$ cat config.mk
export PLATFORM = sky130hd
export DESIGN_NAME = he_scale_seq
export DESIGN_NICKNAME = d
export VERILOG_FILES = /design/src/rtl/he_ctrl_pkg.sv /design/src/rtl/he_wdog.sv /design/src/rtl/he_scale_seq.sv
export SDC_FILE = /design/constraint.sdc
export NUM_CORES = 1
export LEC_CHECK = 0
export ABC_AREA = 1
export BUFFER_PORTS_ARGS = -buffer_cell sky130_fd_sc_hd__clkbuf_2
export CORE_MARGIN = 2
export CORE_UTILIZATION = 45
export CTS_CLUSTER_DIAMETER = 40
export CTS_CLUSTER_SIZE = 30
export DETAILED_ROUTE_END_ITERATION = 16
export PLACE_DENSITY_LB_ADDON = 0.3
export SYNTH_ARGS = -nofsm -noshare
export SYNTH_HDL_FRONTEND = slang
export SYNTH_SLANG_ARGS = --single-unit
$ cat constraint.sdc
create_clock -name clk -period 1.95 [get_ports clk]
set_clock_uncertainty 0.15 [all_clocks]
set_input_delay 0 -clock clk [delete_from_list [all_inputs] [get_ports clk]]
set_output_delay 0 -clock clk [all_outputs]
set_load 0.02 [all_outputs]
$ cat src/rtl/he_ctrl_pkg.sv
// Shared types and defaults for the HE job sequencers.
// BIT_WIDTH_DEF is the default coefficient width; instances override it by parameter.
package he_ctrl_pkg;
  localparam int BIT_WIDTH_DEF = 16;
  localparam int ADDR_W_DEF = 10;
  localparam int WDOG_W_DEF = 8;

  typedef enum logic [2:0] {
    IDLE, RD, RWAIT, ISSUE, PWAIT, WR, FIN, ERR
  } seq_state_e;
endpackage

$ cat src/rtl/he_wdog.sv
// Saturating watchdog counter. The limit is 2**WDOG_W-1 counted cycles, and
// expired flags the cycle in which the last allowed cycle is being counted.
module he_wdog #(
  parameter int WDOG_W = 8
) (
  input  logic clk,
  input  logic rst,
  input  logic clear,
  input  logic enable,
  output logic expired
);
  localparam logic [WDOG_W-1:0] LIMIT = '1;

  logic [WDOG_W-1:0] cnt;

  // NOTE: state registers take non-blocking assignments so every reader sees the pre-edge value.
  always_ff @(posedge clk) begin
    if (!rst) begin
      cnt <= '0;
    end else if (clear) begin
      cnt <= '0;
    end else if (enable && cnt != LIMIT) begin
      cnt <= cnt + 1'b1;
    end
  end

  assign expired = enable && (cnt >= LIMIT - 1'b1);
endmodule

$ cat src/rtl/he_scale_seq.sv
// Job sequencer: streams LEN coefficients from RAM through one scale-and-round
// processor and writes the results back, one coefficient in flight at a time.
module he_scale_seq
  import he_ctrl_pkg::*;
#(
  parameter int BIT_WIDTH = BIT_WIDTH_DEF,
  parameter int ADDR_W    = ADDR_W_DEF,
  parameter int WDOG_W    = WDOG_W_DEF
) (
  input  logic                 clk,
  input  logic                 rst,
  input  logic                 start_i,
  input  logic [ADDR_W-1:0]    len_i,
  input  logic [ADDR_W-1:0]    src_i,
  input  logic [ADDR_W-1:0]    dst_i,
  input  logic [BIT_WIDTH-1:0] t_i,
  input  logic [BIT_WIDTH-1:0] q_i,
  output logic                 busy_o,
  output logic                 done_o,
  output logic                 err_o,
  output logic                 rd_en_o,
  output logic [ADDR_W-1:0]    rd_addr_o,
  input  logic [BIT_WIDTH-1:0] rd_data_i,
  output logic                 wr_en_o,
  output logic [ADDR_W-1:0]    wr_addr_o,
  output logic [BIT_WIDTH-1:0] wr_data_o,
  output logic [BIT_WIDTH-1:0] p_t_o,
  output logic [BIT_WIDTH-1:0] p_q_o,
  output logic [BIT_WIDTH-1:0] p_data_o,
  output logic                 p_valid_o,
  input  logic                 p_ready_i,
  input  logic [BIT_WIDTH-1:0] p_data_i,
  input  logic                 p_done_i
);
  seq_state_e state, state_nxt;

  logic [ADDR_W-1:0]    idx, len_q, src_q, dst_q;
  logic [BIT_WIDTH-1:0] t_q, q_q, opnd_q, res_q;
  logic                 wd_clear, wd_enable, wd_expired;

  he_wdog #(.WDOG_W(WDOG_W)) u_wdog (
    .clk     (clk),
    .rst     (rst),
    .clear   (wd_clear),
    .enable  (wd_enable),
    .expired (wd_expired)
  );

  // NOTE: the data registers are reset too, so every output reads 0 straight after reset.
  always_ff @(posedge clk) begin
    if (!rst) begin
      state  <= IDLE;
      idx    <= '0;
      len_q  <= '0;
      src_q  <= '0;
      dst_q  <= '0;
      t_q    <= '0;
      q_q    <= '0;
      opnd_q <= '0;
      res_q  <= '0;
    end else begin
      state <= state_nxt;
      case (state)
        IDLE: if (start_i) begin
          len_q <= len_i;
          src_q <= src_i;
          dst_q <= dst_i;
          t_q   <= t_i;
          q_q   <= q_i;
          idx   <= '0;
        end
        RWAIT:   opnd_q <= rd_data_i;
        PWAIT:   if (p_done_i) res_q <= p_data_i;
        WR:      idx <= idx + 1'b1;
        default: ;
      endcase
    end
  end

  // NOTE: every combinational output gets a default first, so no path can infer a latch.
  always_comb begin
    state_nxt = state;
    busy_o    = (state != IDLE);
    done_o    = 1'b0;
    err_o     = 1'b0;
    rd_en_o   = 1'b0;
    rd_addr_o = '0;
    wr_en_o   = 1'b0;
    wr_addr_o = '0;
    wr_data_o = '0;
    p_data_o  = '0;
    p_valid_o = 1'b0;
    wd_clear  = 1'b0;
    wd_enable = 1'b0;
    case (state)
      IDLE: if (start_i) state_nxt = (len_i == '0) ? FIN : RD;
      RD: begin
        rd_en_o   = 1'b1;
        rd_addr_o = src_q + idx;
        state_nxt = RWAIT;
      end
      RWAIT: state_nxt = ISSUE;
      ISSUE: begin
        wd_enable = 1'b1;
        if (p_ready_i) begin
          p_valid_o = 1'b1;
          p_data_o  = opnd_q;
          wd_clear  = 1'b1;
          state_nxt = PWAIT;
        end
      end
      PWAIT: begin
        wd_enable = 1'b1;
        if (p_done_i)        state_nxt = WR;
        else if (wd_expired) state_nxt = ERR;
      end
      WR: begin
        wr_en_o   = 1'b1;
        wr_addr_o = dst_q + idx;
        wr_data_o = res_q;
        state_nxt = ((idx + 1'b1) == len_q) ? FIN : RD;
      end
      FIN: begin
        done_o    = 1'b1;
        state_nxt = IDLE;
      end
      ERR: begin
        err_o     = 1'b1;
        state_nxt = IDLE;
      end
      default: state_nxt = IDLE;
    endcase
    // The state register still holds the old job during the reset cycle; keep its strobes quiet.
    if (!rst) begin
      busy_o    = 1'b0;
      done_o    = 1'b0;
      err_o     = 1'b0;
      rd_en_o   = 1'b0;
      wr_en_o   = 1'b0;
      p_valid_o = 1'b0;
    end
  end

  assign p_t_o = t_q;
  assign p_q_o = q_q;
endmodule

---- Yosys cells after proc, flatten, opt, wreduce, memory -nomap -nowiden ----
Cells that the tools add are included.
storage, ports and cells
  bits in registers ....................... 115
  latch bits .............................. 0
  memory bits (writable) .................. 0
  ROM bits ................................ 0
  input port bits ......................... 99
  logic and storage cells ................. 68
  memories ................................ 0
operators by class
  $add $sub $neg .......................... 4
  $mul .................................... 0
  div/mod/pow operators ................... 0
  order comparisons ....................... 1
  eq/ne operators ......................... 12
  shift-type cells ........................ 0
  mux-type cells .......................... 27
  bitwise gates (word level) .............. 1
  reductions and logical operators ........ 13
operator list
  kind                     number
  $mux W16                 3
  $mux W10                 3
  $pmux W3 S7              1
  $add A10 B10 Y10         2
  $pmux W10 S2             1
  $mux W3                  6
  $mux W1                  13
  $eq A3 B3 Y1 const B     4
  $add A10 B1 Y10 const B  1
  $eq A10 B10 Y1           1
  $logic_not A10 Y1        1
  $add A8 B1 Y8 const B    1
  $ge A8 B8 Y1 const B     1
  $ne A8 B8 Y1 const B     1
  $eq A3 B2 Y1 const B     2
  $reduce_and A2 Y1        3
  $reduce_or A2 Y1         3
  $ne A2 B2 Y1 const B     2
  $eq A3 B1 Y1 const B     1
  $logic_not A3 Y1         1
  $ne A3 B2 Y1 const B     1
  $reduce_and A3 Y1        1
  $reduce_bool A3 Y1       1
  $logic_and A1 B1 Y1      2
  2 further kinds          2

---- Depth between registers and ports, before layout ----
  word-level depth ........................ 7
  mapped depth ............................ 15
  mapped depth without buffers ............ 15

---- Hierarchy ----
From an unflattened synthesis, not the netlist that was laid out.
second synthesis, totals
  cells, all modules ...................... 833
  area total of the unflattened synthesis .. 5761.8 um^2
modules (own cells, without submodules)
  module        times used  cells an instance  area each (um^2)  sequential area each (um^2)
  he_scale_seq  1           767                5301.3            2142.1
  he_wdog       1           66                 460.4             160.2

---- Worst setup path before layout ----
Ideal clock, no wire load.
  kind .................................... register -> output
  from .................................... register idx[0]
  to ...................................... output rd_addr_o[8]
  arrival ................................. 2.043 ns
  data required time ...................... 1.800 ns
  path slack .............................. -0.243 ns
  stages on the path, launching flop included .. 15
  buffers on the path ..................... 0
  cell sequence ........................... dfxtp_1 ha_1 inv_1 fa_1 inv_1 nand3_1 nand2_1 nand2_1 nand2_1 a21oi_1 o21ai_0 nand2_1 nand3_1 nand2_1 nor2_1
on the way
  word-level cells in the longest chain between the ends .. 2
ends and longest elaborated chain
  item                    line                RTL
  start, declared         he_scale_seq.sv:37  logic [ADDR_W-1:0] idx, len_q, src_q, dst_q;
  start signal, assigned  he_scale_seq.sv:74  WR: idx <= idx + 1'b1;
  $add A10 B10 Y10        he_scale_seq.sv:99  rd_addr_o = src_q + idx;
  $mux W10                he_scale_seq.sv:95  case (state)
  end, declared           he_scale_seq.sv:22  output logic [ADDR_W-1:0] rd_addr_o,
Every way passes these cells.

---- Worst setup path after layout ----
  from .................................... register idx[0]
  to ...................................... output wr_addr_o[8]
on the way
  word-level cells in the longest chain between the ends .. 2
ends and longest elaborated chain
  item              line                 RTL
  $add A10 B10 Y10  he_scale_seq.sv:119  wr_addr_o = dst_q + idx;
  $mux W10          he_scale_seq.sv:95
  end, declared     he_scale_seq.sv:25   output logic [ADDR_W-1:0] wr_addr_o,
Every way passes these cells.

==> results.yml <==
clock_tree:
  cts_tree: "built"
  cts_buffer_depth: 2
  h-tree-depth: 4
  cts-root-buf: "clkbuf_16"
  numCtsBuffers: 17
  path_clk_slew_ns: 0.05
  insertion_delay_ns: 0.41
  cts.sinks: 115
placed_design:
  dp_cells: 1177
  finalWeightedCongestion: 0.926
  dp_hpwl_um: 11600
  port_buffers: 188
sta:
  setup_slack_ns: -0.568
  setup_viol: 16
  hold_viol: 0
  hold_slack_ns: 0.250
  slew_violations: 0
  fmax_mhz: 397
  rsz0062_at_grt: "true"
  min_period_ns: 2.52
  period_share_pct: 129
  max_slew_margin_pct: 51.2
  worst_pin_slew_ns: 0.732
route:
  vias: 6814
  remaining_drc_errors: 0
  ant_nets: 0
  drt_iter0_markers: 414
  detail_route.wl_per_cell_um: 15.1
  via_per_inst: 5.10
  dr.pass1.iters: 5
  wirelength_um: 20200
power_and_ir_drop:
  combPwrFrac_pct: 35.6
  seqPwrFrac_pct: 31.3
  p_leak_nw: 4.05
  p_clk_share_pct: 33.1
  p_int_mw: 6.58
  power_switching_mw: 3.62
  p_sw_share_pct: 35.5
  power_density_mw_per_mm2: 1070
  ir_drop_mv: 0.759
floorplanning:
  die_h_um: 117
  num_rows: 41
  dieArea_mm2: 0.0136
  ios: 189
  initial_core_util_pct: 45.6
  core_area_mm2: 0.0125
  fp.dieW_um: 117
layout:
  final_util_pct: 76.0
  area_delta_synth_final_pct: 66.7
  antenna_cells: 0
  drive_gt1_share_pct: 32.6
  final_cells: 1336
  final.fill_count: 896
  nets: 1273
yosys:
  ys_types: 33
  synth_top_flop_cell: "dfxtp_1"
  syn_inst: 818
  yosysWarnings: 0
  yosysTopAreaCell: "dfxtp_1"
  synth_top_area_share_pct: 40.3
  ys_top_cells_by_count: "nand2_1, a21oi_1, dfxtp_1"
  yosysMostFrequentCell: "nand2_1"
  synth-edff-count: 0
  ys_seq_area_share_pct: 40.3
  syn-cell-area_mm2: 0.00571
  async_reset_ff_share_pct: 0
  synth_fp_nets: 940
  synth_seq_cells: 115
  synth_area_leaders: "dfxtp_1, a21oi_1, nand2_1"
  syn_area_per_cell_um2: 6.98
critical_path:
  path_buf_inv: 3
  path_delay_family: "simple AND/OR/NAND/NOR gates"
  crit_slowest_cell: "dfxtp_4"
  critPathMaxStageDelay_ns: 0.37
  endpoint_kind: "output pin"
  r2r_start: "idx[1]$_SDFFE_PN0P_"
  critical_path_arrival_ns: 2.37
  cp_cell_sequence: "ha_4 -> inv_2 -> fa_2 -> inv_2 -> nand3_2 -> nand2_2 -> nand2_1 -> nand2_1 -> a21oi_2 -> o21ai_1 -> nand2_1 -> nand3_1 -> nand2_2 -> nor2_4 -> buf_8"
  critPathKind: "register to output pin"
  cp.required_ns: 1.80
  path_common_cell: "nand2_1"
  crit_start: "idx[0]$_SDFFE_PN0P_"
  crit_path_start_kind: "register"
  worstPathMaxFanout: 3
outcome:
  violations: "setup timing"
  status: "complete, but fails checks"
run:
  drv_cap: 0
worst_hold_path:
  min-delay-start: "q_i[6]"
  worstHoldPathType: "primary input to register"
grt:
  grt-ovfl-total: 0
  grt_max_degree: 43
  grt_first_pass_wirelength_um: 31700
  grt_pass1_vias: 6746
  antenna_found_initial: 0
  track_usage_pct: 29.6
kinds of logic after synthesis:
kind of cell	share of synthesized area, %
buffers and inverters	9.60
AOI/OAI and AO/OA	19.5
xor gates and xnor gates	1.07
DFF	40.3
adders and majority gates	5.31
and+or+nand+nor	24.2
worst min-delay path, delay by kind of cell:
family | cells | cell delay, ns
AND/OR/NAND/NOR | 1 | 0.07
buffers and inverters | 2 | 0.63
AO/OA/AOI/OAI | 1 | 0.06
repair_timing:
action | 4_1_cts | 5_1_grt
gates cloned | 0 | 1
hold buffers | 114 | 0
resized for setup | 103 | 57
pin swaps | 34 | 27
hold endpoints to repair | 102 | 0
setup buffers | 21 | 4
setup endpoints to repair | 19 | 56
path summary, 6_finish.rpt:
path / endpoint / slack, ns / cells after the start
worst max-delay path: wr_addr_o[8] / -0.57 / 15
worst min-delay path: p_q_o[6]$_SDFFE_PN0P_ / 0.25 / 4
worst max register to register: state[0]$_SDFFE_PN0P_ / 0.01 / 16
worst min register to register: opnd_q[8]$_SDFFE_PN0P_ / 0.30 / 2
cell usage in the layout (no fill, tap or decap), drive strengths merged:
cell type / instances
a31oi: 2
xnor2: 3
buf: 65
clkinvlp: 1
dfxtp: 115
o21bai: 1
nand2: 152
dlygate4sd3: 113
nor3: 9
a32o: 1
or2: 2
ha: 21
a21oi: 139
nor2: 73
nand3: 78
clkbuf: 200
bufinv: 4
fa: 2
nor4: 3
clkinv: 4
xor2: 4
nand4: 2
o2111ai: 3
o21ai: 70
inv: 97
cell type report:
class	instances	area [um2]	share of cell area (%)
well taps	172	215	2.26
repair buffers	355	2650	27.8
flip-flops and latches	115	2340	24.6
clock buffers	23	499	5.25
clock inverters	9	148	1.55
inverters	97	367	3.85
multi-input cells	565	3290	34.6
layer usage:
layer	vias to the layer above	global-route usage [%]	wire [um]
met1	3159	33.4	8100
met3	56	6.43	1020
met4	0	16.4	690
li1	3362	-	-
met5	-	0	0
met2	237	52.1	10400
power by group through the flow:
stage          registers [mW]  clock network, mW  logic (mW)
2_1_floorplan            3.30                  0        1.96
3_3_place_gp             3.16                  0        3.02
3_5_place_dp             3.18                  0        3.07
4_1_cts                  3.16               3.42        3.42
5_1_grt                  3.25               3.53        4.01
6_report                 3.19               3.38        3.63
sequential cells by signal, indices dropped and copies added, names as in the netlist, 8 cells and up:
| name | flops |
|---|---|
| dst_q | 10 |
| idx | 10 |
| len_q | 10 |
| opnd_q | 16 |
| p_q_o | 16 |
| p_t_o | 16 |
| res_q | 16 |
| src_q | 10 |
| u_wdog.cnt | 8 |
stage by stage:
stage / power, mW / cell area [um2] / setup TNS [ns] / setup slack, ns
after global placement: 6.18 / 7080 / -0.270 / -0.109
after global routing: 10.8 / 9510 / -5.68 / -0.662
final: 10.2 / 9510 / -3.42 / -0.568
after floorplan: 5.25 / 5770 / 0 / 0.00402
after detailed placement: 6.25 / 7080 / -0.487 / -0.169
after CTS: 10.0 / 9420 / -3.93 / -0.503
Power figures use the tool's default switching activity.
